[src/rtl/ifetch_unit_pkg.sv]
// Shared types and constants for the instruction fetch stage: FSM state codes,
// instruction field positions and the default reset fetch address.
package ifetch_unit_pkg;

    typedef enum logic [1:0] {
        S_IDLE  = 2'd0,
        S_REQ   = 2'd1,
        S_HOLD  = 2'd2,
        S_FAULT = 2'd3
    } if_state_e;

    localparam int OPCODE_MSB = 31;
    localparam int OPCODE_LSB = 26;
    localparam int FUNCT_MSB  = 5;
    localparam int FUNCT_LSB  = 0;

    localparam logic [31:0] DEFAULT_RESET_PC = 32'h0000_0000;

    // Sequential fetch advance; wraps silently at the top of the address space.
    function automatic logic [31:0] pc_inc(input logic [31:0] a);
        return a + 32'd4;
    endfunction

endpackage

[src/rtl/ifetch_unit_if.sv]
// Instruction memory request bus: fetch side is master, memory side is slave.
interface ifetch_unit_if;
    logic        req;
    logic [31:0] addr;
    logic        ack;
    logic [31:0] rdata;

    modport master (output req, output addr, input ack, input rdata);
    modport slave  (input req, input addr, output ack, output rdata);
endinterface

[src/rtl/ifetch_unit.sv]
// Instruction fetch stage: owns the fetch PC, requests words from instruction
// memory and hands them to decode under a valid/ready handshake.
module ifetch_unit
    import ifetch_unit_pkg::*;
#(
    parameter logic [31:0] RESET_PC = DEFAULT_RESET_PC
) (
    input  logic                 clk,
    input  logic                 rst,
    ifetch_unit_if.master        imem,
    output logic                 inst_valid,
    input  logic                 inst_ready,
    output logic [31:0]          inst,
    output logic [5:0]           opcode,
    output logic [5:0]           funct,
    output logic [31:0]          pc,
    output logic [31:0]          pc_plus4,
    input  logic                 redirect,
    input  logic [31:0]          redirect_pc,
    output logic                 fetch_fault
);

    if_state_e   state, state_n;
    logic [31:0] fetch_pc, fetch_pc_n;
    logic [31:0] inst_n, pc_n;
    logic        valid_n, fault_n;

    always_ff @(posedge clk) begin
        if (rst) begin
            state       <= S_IDLE;
            fetch_pc    <= RESET_PC;
            inst        <= 32'd0;
            pc          <= RESET_PC;
            inst_valid  <= 1'b0;
            fetch_fault <= 1'b0;
        end else begin
            state       <= state_n;
            fetch_pc    <= fetch_pc_n;
            inst        <= inst_n;
            pc          <= pc_n;
            inst_valid  <= valid_n;
            fetch_fault <= fault_n;
        end
    end

    always_comb begin
        state_n    = state;
        fetch_pc_n = fetch_pc;
        inst_n     = inst;
        pc_n       = pc;
        valid_n    = inst_valid;
        fault_n    = fetch_fault;
        case (state)
            S_IDLE: state_n = S_REQ;
            S_REQ, S_HOLD: begin
                // Redirect wins over a same-cycle ack or consume; the word is dropped.
                if (redirect) begin
                    valid_n = 1'b0;
                    inst_n  = 32'd0;
                    if (redirect_pc[1:0] != 2'b00) begin
                        fault_n = 1'b1;
                        state_n = S_FAULT;
                    end else begin
                        fetch_pc_n = redirect_pc;
                        state_n    = S_REQ;
                    end
                end else if (state == S_REQ && imem.ack) begin
                    inst_n  = imem.rdata;
                    pc_n    = fetch_pc;
                    valid_n = 1'b1;
                    state_n = S_HOLD;
                end else if (state == S_HOLD && inst_ready) begin
                    fetch_pc_n = pc_inc(pc);
                    valid_n    = 1'b0;
                    state_n    = S_REQ;
                end
            end
            S_FAULT: state_n = S_FAULT;
            default: state_n = S_IDLE;
        endcase
    end

    assign imem.req  = (state == S_REQ);
    assign imem.addr = fetch_pc;
    assign opcode    = inst[OPCODE_MSB:OPCODE_LSB];
    assign funct     = inst[FUNCT_MSB:FUNCT_LSB];
    assign pc_plus4  = pc_inc(pc);

endmodule

[src/flat_wrapper.sv]
// flat-port wrapper written by rule: the top's interface ports become plain ports
module ifetch_unit_flat import ifetch_unit_pkg::*;
#(
    parameter logic [31:0] RESET_PC = DEFAULT_RESET_PC
)
  (clk, rst, inst_valid, inst_ready, inst, opcode, funct, pc, pc_plus4, redirect, redirect_pc, fetch_fault, imem_req, imem_addr, imem_ack, imem_rdata);
  ifetch_unit_if imem_i ();
  input  logic clk;
  input  logic rst;
  output logic inst_valid;
  input  logic inst_ready;
  output logic [31:0] inst;
  output logic [5:0] opcode;
  output logic [5:0] funct;
  output logic [31:0] pc;
  output logic [31:0] pc_plus4;
  input  logic redirect;
  input  logic [31:0] redirect_pc;
  output logic fetch_fault;
  output wire logic [$bits(imem_i.req)-1:0] imem_req;
  output wire logic [$bits(imem_i.addr)-1:0] imem_addr;
  input wire logic [$bits(imem_i.ack)-1:0] imem_ack;
  input wire logic [$bits(imem_i.rdata)-1:0] imem_rdata;
  assign imem_req = imem_i.req;
  assign imem_addr = imem_i.addr;
  assign imem_i.ack = imem_ack;
  assign imem_i.rdata = imem_rdata;
  ifetch_unit #(.RESET_PC(RESET_PC)) u_core (.clk(clk), .rst(rst), .imem(imem_i), .inst_valid(inst_valid), .inst_ready(inst_ready), .inst(inst), .opcode(opcode), .funct(funct), .pc(pc), .pc_plus4(pc_plus4), .redirect(redirect), .redirect_pc(redirect_pc), .fetch_fault(fetch_fault));
endmodule
[config.mk]
export PLATFORM = sky130hd
export DESIGN_NAME = ifetch_unit_flat
export DESIGN_NICKNAME = d
export VERILOG_FILES = /design/src/rtl/ifetch_unit_pkg.sv /design/src/rtl/ifetch_unit_if.sv /design/src/rtl/ifetch_unit.sv /design/src/flat_wrapper.sv
export SDC_FILE = /design/constraint.sdc
export NUM_CORES = 1
export LEC_CHECK = 0
export BUFFER_PORTS_ARGS = -buffer_cell sky130_fd_sc_hd__buf_4
export CAP_MARGIN = 20
export CELL_PAD_IN_SITES_DETAIL_PLACEMENT = 1
export CELL_PAD_IN_SITES_GLOBAL_PLACEMENT = 2
export CORE_UTILIZATION = 26
export CTS_CLUSTER_DIAMETER = 80
export DETAILED_ROUTE_END_ITERATION = 10
export GPL_ROUTABILITY_DRIVEN = 0
export PLACE_DENSITY = 0.79
export SYNTH_ARGS = -nofsm -noshare
export SYNTH_HDL_FRONTEND = slang
export SYNTH_SLANG_ARGS = --single-unit
[constraint.sdc]
create_clock -name clk -period 2.3 [get_ports clk]
set_input_delay 0.345 -clock clk [delete_from_list [all_inputs] [get_ports clk]]
set_output_delay 0.345 -clock clk [all_outputs]
set_load 0.005 [all_outputs]
# Word-level counts from Yosys, hierarchy flattened
# Cells that the tools add are included.
word_totals:
  register_bits: 100
  inputBits: 69
classes:
  eq_ne: 6
  bitwise_logic: 1
  add_sub_neg: 1
  n_reduce_logical: 13
  n_mux: 14
ops:
  columns: ["op", "count"]
  rows:
  - ["2-to-1 mux 32 bit", 6]
  - ["adder 32 x 3 -> 32 bit, second input constant", 1]
  - ["2-to-1 mux 2 bit", 4]
  - ["one-hot mux 2 bit (3 select lines)", 1]
  - ["AND reduction 3 bit", 2]
  - ["nonzero test 2 bit", 3]
  - ["== test 2 bit, second input constant", 2]
  - ["!= test 2 bit, second input constant", 2]
  - ["!= test 4 x 2 -> 1 bit, second input constant", 1]
  - ["AND reduction 2 bit", 2]
  - ["AND reduction 4 bit", 1]
  - ["2-to-1 mux 1 bit", 3]
  - ["nonzero test 3 bit", 1]
  - ["== test 2 x 1 -> 1 bit, second input constant", 1]
  - ["logical AND 1 bit", 2]
  - ["logical NOT 2 bit", 1]
  - ["OR reduction 2 bit", 1]
  - ["NOT 1 bit", 1]

# Logic depth before layout (Yosys ltp)
# Gate-level depths: netlist of the first run.
depth:
  word_depth: 6
  mapped_depth: 9

# Least setup slack after synthesis of the first run
# No wires, ideal clock.
synth_path:
  path_type: "register to output"
  from: "register u_core.pc[4]"
  to: "output port pc_plus4[19]"
  required_ns: 1.955
  stages_incl_launch_ff: 6
  setup_slack_ns: 0.475
  arrival_time_ns: 1.480
  cell_sequence: "dfxtp_1 and4_1 buf_4 nand4_4 o31a_1 or2_1"
synth_between:
  elab_chain_cells: 1
synth_lines:
  columns: ["item", "line_no", "text"]
  rows:
  - ["start: declaration", "ifetch_unit.sv:16", "output logic [31:0] pc,"]
  - ["start signal: assignment", "ifetch_unit.sv:40", "pc <= pc_n;"]
  - ["adder 32 x 3 -> 32 bit", "ifetch_unit_pkg.sv:21", "return a + 32'd4;"]
  - ["end: declaration", "flat_wrapper.sv:16", "output logic [31:0] pc_plus4;"]
# No other way between the ends.

# Worst setup path in the final report of the first run
layout_path:
  from: "register u_core.pc[2]"
  to: "output port pc_plus4[21]"
# Same word-level chain as after synthesis.

==> impl_metrics.py, run 1 <==
metrics = {
    "timing": {
        "tightestPinTransition_ns": 0.4715,
        "post-route-min-period_ns": 2.269,
        "slew_headroom_pct": 68.57,
        "worst_clock_skew_ns": 0.008671,
        "setup_viol": 0,
        "finalHoldViolCount": 0,
        "worst_slack_ns": 0.03075,
        "rsz0062_at_grt": "true",
        "drv_slew": 0,
        "max_freq_mhz": 440.7,
        "min_period_over_period_pct": 98.66,
        "tns_ns": 0,
    },
    "clock_tree": {
        "htree_num_levels": 3,
        "clk-insertion-delay-late_ns": 0.35,
        "cts_root_buf": "clkbuf_16",
        "cts_tree": "done",
        "cts_sinks": 100,
        "numCtsBuffers": 9,
        "clockBufferDepth": 2,
        "cts.clk_slew.worst_paths_ns": 0.07,
    },
    "worst_setup_path": {
        "cp.required_ns": 1.96,
        "rr_worst_depth": 7,
        "r2r_start": "u_core.state[0]$_SDFFE_PP0P_",
        "cp-end-kind": "output port",
        "crit_arrival_ns": 1.92,
        "r2r_slack_ns": 0.31,
        "startpoint": "u_core.pc[2]$_SDFFE_PP0P_",
        "critical_path.max_fanout": 6,
        "cpMostUsedCell": "buf_6",
        "worstReg2RegEnd": "u_core.imem.addr[26]$_SDFFE_PP0P_",
        "worstPathCellList": "buf_6 > and4_4 > nand4_4 > buf_6 > o21a_1 > or2_1 > buf_4",
        "path_class": "register to output port",
        "cp_slowest_stage_delay_ns": 0.36,
        "start_kind": "register",
        "crit_end": "pc_plus4[21]",
        "critPathSlowestCell": "dfxtp_2",
    },
    "finish": {
        "final_util_pct": 40.71,
        "drive_gt1_share_pct": 40.26,
        "fin_area_um2": 7116,
        "most-common-layout-cells": "241 x buf_4, 105 x nand2_1, 88 x dfxtp_1",
        "multi_input_area_um2": 2529,
        "seq_area_um2": 2022,
        "final_common_cell": "buf_4",
        "syn_to_final_growth_pct": 51.17,
        "fillers": 2063,
        "diodes": 0,
        "fin_nets": 844,
    },
    "yosys": {
        "synth_seq_cells": 100,
        "synthDistinctLibCells": 49,
        "synthesis.area_um2": 4707,
        "netlist_instances": 562,
        "synth_top_cell_area_share_pct": 42.53,
        "yosys-top-cells-area": "dfxtp_1 43%, nand2_1 8.5%, a21oi_1 6.4%",
        "synth.avg_cell_area_um2": 8.375,
        "synthArstFlopShare_pct": 0,
        "syn_nets": 636,
        "seq_area_frac_synth_pct": 42.53,
        "synth_largest_area_cell": "dfxtp_1",
        "synth_edf_count": 0,
        "yosys_most_used_dff": "dfxtp_1",
        "yosys_warnings": 0,
    },
    "floorplan": {
        "dieWidth_um": 136.6,
        "start_util_pct": 26.93,
        "io_pins": 212,
        "core_um2": 17480,
        "die_area_um2": 18650,
        "die_h_um": 136.6,
        "core.rowCount": 48,
    },
    "detailed_routing": {
        "drc": 0,
        "vias_per_cell": 4.939,
        "via_count": 4939,
        "ant_nets": 0,
        "dr_wl_met2_mm": 8.722,
        "firstDrtPassIters": 4,
        "wire_per_inst_um": 18.14,
        "met1_length_mm": 7.575,
        "finalWirelength_mm": 18.14,
        "drt-initial-drc-count": 136,
        "highest_layer": "met4",
        "dr_wl_met3_mm": 1.440,
    },
    "place": {
        "io_buffers": 211,
        "dp_hpwl_mm": 13.02,
        "postPlaceCellArea_um2": 6469,
        "dp_slack_ns": 0.1572,
    },
    "flow_run": {
        "maxCapViolCount": 0,
    },
    "global_routing": {
        "antenna_found_initial": 0,
        "grt_max_degree": 52,
        "grt_pass1_wl_mm": 27.54,
        "first_global_vias": 5141,
        "grt_usage_pct": 19.33,
        "grt_overflow_total": 0,
    },
    "pwr": {
        "powerDensity_nw_per_um2": 556.1,
        "p_leak_nw": 3.096,
        "vdd_drop_max_mv": 0.4403,
    },
    "worst_hold_path": {
        "holdCritPathClass": "input pin to register",
    },
    "outcome": {
        "status": "complete, no violations",
    },
}
-- area by class of cell --
class	instances	share of cell area, %
multi-input cells	404	35.54
flip-flops and latches	100	28.42
clock inverters	5	1.178
repair buffers	250	27.10
inverters	5	0.2638
clock buffers	11	3.552
well taps	225	3.956
-- critical path: cells and delay by family, from the launching register on --
kind	cells	cell delay (ns)
simple gates	3	0.61
buf+inv	3	0.40
flops	1	0.36
compound gates	1	0.18
-- how the worst min path moves through the flow --
stage | start | end | slack, ns | cells past startpoint
after floorplan | u_core.imem.addr[31]$_SDFFE_PP0P_ | u_core.pc[31]$_SDFFE_PP0P_ | 0.46 | 2
after global placement | u_core.fetch_fault$_SDFFE_PP0P_ | u_core.fetch_fault$_SDFFE_PP0P_ | 0.46 | 2
after detailed placement | u_core.imem.addr[13]$_SDFFE_PP0P_ | u_core.pc[13]$_SDFFE_PP0P_ | 0.47 | 2
after CTS | imem_rdata[11] | u_core.inst[11]$_SDFFE_PP0P_ | 0.23 | 3
after global routing | imem_rdata[16] | u_core.inst[16]$_SDFFE_PP0P_ | 0.24 | 3
final | imem_rdata[11] | u_core.inst[11]$_SDFFE_PP0P_ | 0.24 | 3
-- logic make-up (layout without fill, tap and decap cells) --
| family | after synthesis | in the layout | synth area share (%) |
|---|---|---|---|
| flip-flops | 100 | 100 | 42.53 |
| XOR/XNOR | 25 | 25 | 4.811 |
| AO/OA/AOI/OAI | 146 | 146 | 20.12 |
| AND/OR/NAND/NOR | 224 | 225 | 23.34 |
| adder cells (fa/ha/maj) | 5 | 5 | 1.329 |
| multiplexers | 3 | 3 | 0.6380 |
| buffers and inverters | 59 | 271 | 7.230 |
-- metrics by stage --
step           std cells  hold slack [ns]  total power [mW]
5_1_grt             1000           0.2419             4.132
4_1_cts              993           0.2291             4.023
6_report            1000           0.2432             3.957
3_3_place_gp         969           0.4592             2.272
2_1_floorplan        562           0.4612             2.054
3_5_place_dp         969           0.4693             2.287
-- power by group --
group	switching [mW]	internal [mW]	total, mW
clock	0.703	1.02	1.72
combinational	0.241	0.206	0.447
sequential	0.0289	1.76	1.79
total	0.972	2.98	3.96
-- per-layer routing --
metal | GRT usage [%] | vias to the layer above
met5 | 0 | -
met4 | 7.901 | 0
met3 | 5.556 | 21
met2 | 33.08 | 174
met1 | 22.51 | 2381
li1 | - | 2363
-- flip-flops by register name, indices dropped and copies added, names as in the netlist --
register            cells
u_core.fetch_fault      1
u_core.inst            32
u_core.state            2
u_core.inst_valid       1
u_core.pc              32
u_core.imem.addr       32
-- repair_timing --
action | in CTS | in global routing
pin swaps | 10 | 12
gates cloned | 0 | 1
endpoints found under the setup margin | 19 | 14
buffers inserted | 8 | 6
gates resized for setup | 20 | 27
hold buffers | 0 | 0
-- cells in the mapped netlist, types with 6 or more instances --
| master | count |
|---|---|
| nor2_1 | 48 |
| a31o_1 | 7 |
| nand4_1 | 12 |
| a22oi_1 | 32 |
| and3_1 | 6 |
| o21ai_1 | 14 |
| buf_6 | 6 |
| o211ai_1 | 7 |
| dfxtp_1 | 100 |
| clkbuf_1 | 21 |
| nand2_1 | 106 |
| xor2_1 | 8 |
| buf_4 | 16 |
| nand3_1 | 16 |
| a21oi_1 | 60 |
| buf_2 | 11 |
| nand2b_1 | 8 |
| xnor2_1 | 16 |
No activity file was read; power rests on OpenSTA's default activity.
==> run 2: changes to the inputs <==
Settings changed: ABC_AREA from default to 1, CORE_UTILIZATION 26 to 25, CTS_BUF_LIST from default to sky130_fd_sc_hd__clkbuf_4, PLACE_DENSITY 0.79 to 0.8.
==> run 2 against run 1 <==
Cell count rose by 12%. Hold slack worse by 0.14 ns. Critical path type unchanged. Register-to-register slack got worse by 0.22 ns. Utilization is 3.2 points lower. Via count is 3.8% higher. Synthesized cell count is 20% higher. Design area down 1.2%. Count of clock-buffer cells in the layout unchanged. Critical endpoint is now pc_plus4[29]. Clock power shrank 43%. First-iteration DRC count rose by 46%. Global-route usage fell by 1.0 points. Largest cell class unchanged. Power is 7.4% lower.
==> impl_metrics.py, run 2 <==
metrics = {
    "timing": {
        "min_period_over_period_pct": 97.93,
        "tns_ns": 0,
        "slew_headroom_pct": 68.88,
        "setup_viol": 0,
        "rsz0062_at_grt": "true",
        "worst_clock_skew_ns": 0.01446,
        "max_freq_mhz": 444.0,
        "tightestPinTransition_ns": 0.4668,
        "finalHoldViolCount": 0,
        "post-route-min-period_ns": 2.252,
        "drv_slew": 0,
    },
    "floorplan": {
        "core.rowCount": 50,
        "core_um2": 18770,
        "dieWidth_um": 140.5,
        "die_h_um": 140.5,
        "die_area_um2": 19740,
        "start_util_pct": 25.55,
        "io_pins": 212,
    },
    "yosys": {
        "synthArstFlopShare_pct": 0,
        "yosys-top-cells-area": "dfxtp_1 42%, nand2_1 14%, a21oi_1 10%",
        "synth_top_cell_area_share_pct": 41.74,
        "seq_area_frac_synth_pct": 41.74,
        "netlist_instances": 672,
        "synth.avg_cell_area_um2": 7.137,
        "synthesis.area_um2": 4796,
        "synth.most_common_cell": "nand2_1",
        "synthTopCellsByCount": "178 x nand2_1, 100 x dfxtp_1, 98 x a21oi_1, 80 x nor2_1, 64 x o21ai_0",
        "yosys_warnings": 0,
        "synth_edf_count": 0,
        "yosys_most_used_dff": "dfxtp_1",
        "synth_seq_cells": 100,
        "syn_nets": 746,
        "synth_largest_area_cell": "dfxtp_1",
        "synthDistinctLibCells": 27,
    },
    "global_routing": {
        "grt_usage_pct": 18.29,
        "grt_overflow_total": 0,
        "grt_pass1_wl_mm": 28.03,
        "antenna_found_initial": 1,
        "first_global_vias": 5009,
        "grt_max_degree": 43,
    },
    "clock_tree": {
        "cts_root_buf": "clkbuf_4",
        "clk-insertion-delay-late_ns": 0.47,
        "cts_hold_buf": 0,
        "cts_tree": "done",
        "cts.clk_slew.worst_paths_ns": 0.16,
        "cts_sinks": 100,
        "clockBufferDepth": 2,
        "numCtsBuffers": 9,
        "htree_num_levels": 3,
    },
    "finish": {
        "syn_to_final_growth_pct": 46.62,
        "fin_area_um2": 7032,
        "fillers": 2361,
        "fin_nets": 951,
        "final_common_cell": "buf_4",
        "most-common-layout-cells": "236 x buf_4, 168 x nand2_1, 98 x a21oi_1",
        "drive_gt1_share_pct": 38.89,
        "multi_input_area_um2": 2565,
        "seq_area_um2": 2068,
    },
    "worst_setup_path": {
        "cp_slowest_stage_delay_ns": 0.39,
        "start_kind": "register",
        "cp-end-kind": "output port",
        "critPathSlowestCell": "dfxtp_4",
        "path_delay_family": "simple AND/OR/NAND/NOR gates",
        "path_buf_inv": 2,
        "critical_path.max_fanout": 4,
        "worstPathCellList": "buf_6 > nand2_2 > nor2_4 > nand2_4 > nor2_4 > nand2_1 > nand2_1 > and2_4 > buf_4",
        "path_class": "register to output port",
        "cp.required_ns": 1.96,
        "crit_arrival_ns": 1.91,
    },
    "detailed_routing": {
        "firstDrtPassIters": 4,
        "drc": 0,
        "wire_per_inst_um": 16.23,
        "via_count": 5129,
        "vias_per_cell": 4.592,
        "ant_nets": 0,
        "drt-initial-drc-count": 199,
        "finalWirelength_mm": 18.12,
    },
    "outcome": {
        "status": "complete, no violations",
    },
    "pwr": {
        "powerDensity_nw_per_um2": 520.9,
        "vdd_drop_max_mv": 0.2084,
        "p_leak_nw": 3.109,
    },
    "place": {
        "dp_hpwl_mm": 13.45,
        "io_buffers": 211,
        "postPlaceCellArea_um2": 6521,
    },
    "flow_run": {
        "maxCapViolCount": 0,
    },
    "worst_hold_path": {
        "holdCritPathClass": "input pin to register",
    },
}
[run 2: changes by cell type after synthesis, sizes merged, moves of 8 or more]
| cell | change |
|---|---|
| xnor2 | -12 |
| a21oi | +38 |
| o21ai | +52 |
| nor2 | +43 |
| nand4 | -16 |
| nand2 | +80 |
| nand2b | -8 |
| inv | +22 |
| a22oi | -32 |
[run 2: layout make-up]
type,instances,area share (%)
Timing Repair Buffer,243,26.44
Inverter,27,1.548
Tap cell,234,4.164
Clock buffer,11,1.174
Sequential cell,100,29.41
Multi-Input combinational cell,496,36.48
Antenna cell,1,0.03559
Clock inverter,5,0.7473
[run 2: kinds of logic after synthesis]
logic type	Yosys count	synth area share [%]
simple gates	304	27.13
compound gates	172	18.26
flops	100	41.74
buf+inv	76	7.723
xor+xnor	15	3.835
fa+ha+maj	5	1.304
[run 2: worst register-to-register path, cell delays in order, from the launching register on]
cell and delay [ns]:
dfxtp_4 0.39, buf_6 0.09, nand2_2 0.05, nor2_4 0.17
nand2_4 0.12, nor2_4 0.20, nand3_2 0.10, buf_4 0.14
buf_4 0.12, buf_4 0.12, buf_4 0.12, buf_4 0.12
buf_4 0.12, buf_4 0.12, nand3_1 0.07, a21oi_1 0.06
[run 2: repair_timing]
action                     4_1_cts  5_1_grt
buffers inserted                15        4
pin swaps                       22       30
setup endpoints to repair       23       56
gates resized for setup         44       41
[run 2: power breakdown]
group | internal [mW] | switching (mW) | total [mW]
clock network | 0.350 | 0.635 | 0.985
registers | 1.83 | 0.105 | 1.94
logic | 0.361 | 0.382 | 0.743
total | 2.54 | 1.12 | 3.66
[run 2: path summary, 6_finish.rpt]
| check | depth (start not counted) | startpoint | slack, ns | endpoint |
|---|---|---|---|---|
| worst min register to register | 2 | u_core.inst_valid$_SDFFE_PP0P_ | 0.47 | u_core.inst_valid$_SDFFE_PP0P_ |
| worst max register to register | 15 | u_core.pc[3]$_SDFFE_PP0P_ | 0.09 | u_core.imem.addr[29]$_SDFFE_PP0P_ |
| worst min-delay path | 3 | imem_rdata[12] | 0.11 | u_core.inst[12]$_SDFFE_PP0P_ |
| worst max-delay path | 9 | u_core.pc[3]$_SDFFE_PP0P_ | 0.05 | pc_plus4[29] |
[run 2: metrics by stage]
step                power [mW]  setup WS (ns)  util, %  cells  hold WS [ns]
floorplan                2.281         0.6708        -    672        0.4553
global placement         2.699         0.2875    34.75   1081        0.4533
detailed placement       2.712         0.1235    34.75   1081        0.4569
CTS                      3.726       -0.04969    36.69   1112       0.06720
global route             3.863       -0.06934    37.47   1117       0.07802
finish                   3.663        0.04767    37.47   1117        0.1069
[run 2: per-layer routing]
metal	wire, µm	GRT usage (%)	vias to the layer above
li1	-	-	2575
met1	8785	25.29	2413
met2	8130	28.45	120
met3	827	3.214	21
met4	380	6.579	0
met5	0	0	-
==> run 3: changes to the inputs <==
==> constraint.sdc (replaced) <==
create_clock -name clk -period 2.3 [get_ports clk]
set_input_delay 0.345 -clock clk [delete_from_list [all_inputs] [get_ports clk]]
set_output_delay 0.345 -clock clk [all_outputs]
set_load 0.01 [all_outputs]
==> run 3 against run 2 <==
Worst setup slack worse by 0.021 ns. Non-clock buffer count up 6. Flip-flop and latch count stayed put. Power rose by 2.2%. Hold slack about the same. Cell count up 0.54%. Sequential share of layout area is 0.62 points lower. Critical path depth stayed put. Via count increased by 0.92%. Sequential power hardly changed. Critical endpoint unchanged.
==> impl_metrics.py, run 3 (synthesis gave the netlist of run 2 again) <==
metrics = {
    "pwr": {
        "p_seq_share_pct": 51.7,
        "combPwrFrac_pct": 21.9,
        "switching_power_mw": 1.162,
        "netSwitchingFraction_pct": 31.04,
        "p_leak_nw": 3.200,
        "powerDensity_nw_per_um2": 520.7,
        "intPower_mw": 2.581,
        "vdd_drop_max_mv": 0.2013,
        "fin_total_pwr_mw": 3.743,
        "clkPwrFrac_pct": 26.4,
    },
    "clock_tree": {
        "clk-insertion-delay-late_ns": 0.48,
        "cts_tree": "done",
        "cts.clk_slew.worst_paths_ns": 0.16,
        "cts_root_buf": "clkbuf_4",
        "clockBufferDepth": 2,
        "htree_num_levels": 3,
        "numCtsBuffers": 9,
        "cts_sinks": 100,
    },
    "floorplan": {
        "dieWidth_um": 140.5,
        "die_area_um2": 19740,
        "die_h_um": 140.5,
        "core_um2": 18770,
        "core.rowCount": 50,
        "io_pins": 212,
        "start_util_pct": 25.55,
    },
    "global_routing": {
        "grt_pass1_wl_mm": 28.04,
        "grt_max_degree": 49,
        "antenna_found_initial": 1,
        "grt_usage_pct": 18.25,
        "grt_overflow_total": 0,
        "first_global_vias": 5026,
    },
    "place": {
        "postPlaceCellArea_um2": 6519,
        "io_buffers": 211,
        "dp_hpwl_mm": 13.10,
    },
    "worst_setup_path": {
        "cp-end-kind": "output port",
        "startpoint": "u_core.pc[3]$_SDFFE_PP0P_",
        "worstPathCellList": "buf_6 > nand2_4 > nor2_4 > nand2_4 > nor2_4 > buf_6 > nand3_2 > and2_4 > buf_6",
        "r2r_slack_ns": 0.09,
        "path_delay_family": "simple AND/OR/NAND/NOR gates",
        "critical_path.max_fanout": 4,
        "critPathSlowestCell": "dfxtp_4",
        "crit_end": "pc_plus4[29]",
        "path_buf_inv": 3,
        "path_class": "register to output port",
        "cp.required_ns": 1.96,
        "cp.depth": 9,
        "start_kind": "register",
        "worstReg2RegEnd": "u_core.imem.addr[29]$_SDFFE_PP0P_",
        "cp_slowest_stage_delay_ns": 0.40,
        "cpMostUsedCell": "buf_6",
        "rr_worst_depth": 18,
        "crit_arrival_ns": 1.93,
        "r2r_start": "u_core.pc[3]$_SDFFE_PP0P_",
    },
    "timing": {
        "rsz0062_at_grt": "true",
        "slew_headroom_pct": 68.73,
        "min_period_over_period_pct": 98.83,
        "tightestPinTransition_ns": 0.4690,
        "finalHoldViolCount": 0,
        "setup_viol": 0,
        "post-route-min-period_ns": 2.273,
        "worst_clock_skew_ns": 0.03112,
        "max_freq_mhz": 439.9,
        "drv_slew": 0,
    },
    "finish": {
        "fillers": 2329,
        "drive_gt1_share_pct": 40.88,
        "final_common_cell": "buf_4",
        "most-common-layout-cells": "227 x buf_4, 162 x nand2_1, 97 x a21oi_1",
        "fin_nets": 957,
        "final_util_pct": 38.30,
        "fin_area_um2": 7188,
        "syn_to_final_growth_pct": 49.88,
    },
    "worst_hold_path": {
        "holdCritPathClass": "input pin to register",
    },
    "flow_run": {
        "maxCapViolCount": 0,
    },
    "outcome": {
        "status": "complete, no violations",
    },
    "detailed_routing": {
        "drc": 0,
        "finalWirelength_mm": 18.48,
        "ant_nets": 0,
        "via_count": 5176,
        "vias_per_cell": 4.609,
        "drt-initial-drc-count": 201,
        "wire_per_inst_um": 16.45,
        "firstDrtPassIters": 4,
    },
}
## run 3: cell count changes in the layout (fill, tap and decap cells not counted), moves of 2 or more
| cell | change |
|---|---|
| buf_6 | +14 |
| buf_4 | -9 |
| nand2_1 | -6 |
| nand2_2 | +5 |
| xnor2_1 | -2 |
| xnor2_2 | +2 |
## run 3: what timing repair did
| action | in CTS | in global routing |
|---|---|---|
| gates cloned | 0 | 0 |
| hold buffers | 0 | 0 |
| gates resized for setup | 51 | 60 |
| buffers inserted | 18 | 9 |
| endpoints found under the setup margin | 22 | 26 |
| pin swaps | 26 | 31 |
## run 3: area by class of cell
cell class              count  area [µm²]  share of cell area (%)
clock buffers              12       90.09                   1.253
inverters                  27       103.9                   1.445
diodes                      1       2.502                 0.03481
repair buffers            249        1969                   27.40
clock inverters             4       50.05                  0.6963
flip-flops and latches    100        2069                   28.79
multi-input cells         496        2610                   36.31
well taps                 234       292.8                   4.073
## run 3: per-layer routing
metal,vias up,GRT usage [%],routed length (µm)
li1,2585,-,-
met1,2461,25.06,8867
met2,111,28.74,8471
met3,19,3.145,789
met4,0,6.350,348
met5,-,0,0
## run 3: power by group through the flow
stage	clock [mW]	combinational [mW]	sequential (mW)
global placement	0	0.776	1.98
global route	1.10	0.899	1.95
detailed placement	0	0.786	1.98
floorplan	0	0.336	2.00
CTS	1.05	0.807	1.94
finish	0.989	0.820	1.93
## run 3: stage by stage
step / worst slack (ns) / TNS, ns / hold slack (ns) / instances
global route: -0.09776 / -0.6111 / 0.05132 / 1123
global placement: 0.3232 / 0 / 0.4535 / 1079
finish: 0.02696 / 0 / 0.1074 / 1123
floorplan: 0.5987 / 0 / 0.4762 / 672
detailed placement: 0.2044 / 0 / 0.4575 / 1079
CTS: -0.02572 / -0.1388 / 0.04857 / 1113
## run 3: worst min-delay path by stage
stage / depth (start not counted) / startpoint / to
2_1_floorplan: 2 / u_core.state[1]$_SDFFE_PP0P_ / u_core.state[1]$_SDFFE_PP0P_
3_3_place_gp: 2 / u_core.inst[20]$_SDFFE_PP0P_ / u_core.inst[20]$_SDFFE_PP0P_
3_5_place_dp: 2 / u_core.inst[6]$_SDFFE_PP0P_ / u_core.inst[6]$_SDFFE_PP0P_
4_1_cts: 3 / imem_rdata[10] / u_core.inst[10]$_SDFFE_PP0P_
5_1_grt: 3 / imem_rdata[0] / u_core.inst[0]$_SDFFE_PP0P_
6_report: 3 / imem_rdata[12] / u_core.inst[12]$_SDFFE_PP0P_
## run 3: tightest hold or removal path: stages
cell and delay, ns:
buf_4 0.11, nand2_1 0.05, a21oi_1 0.05
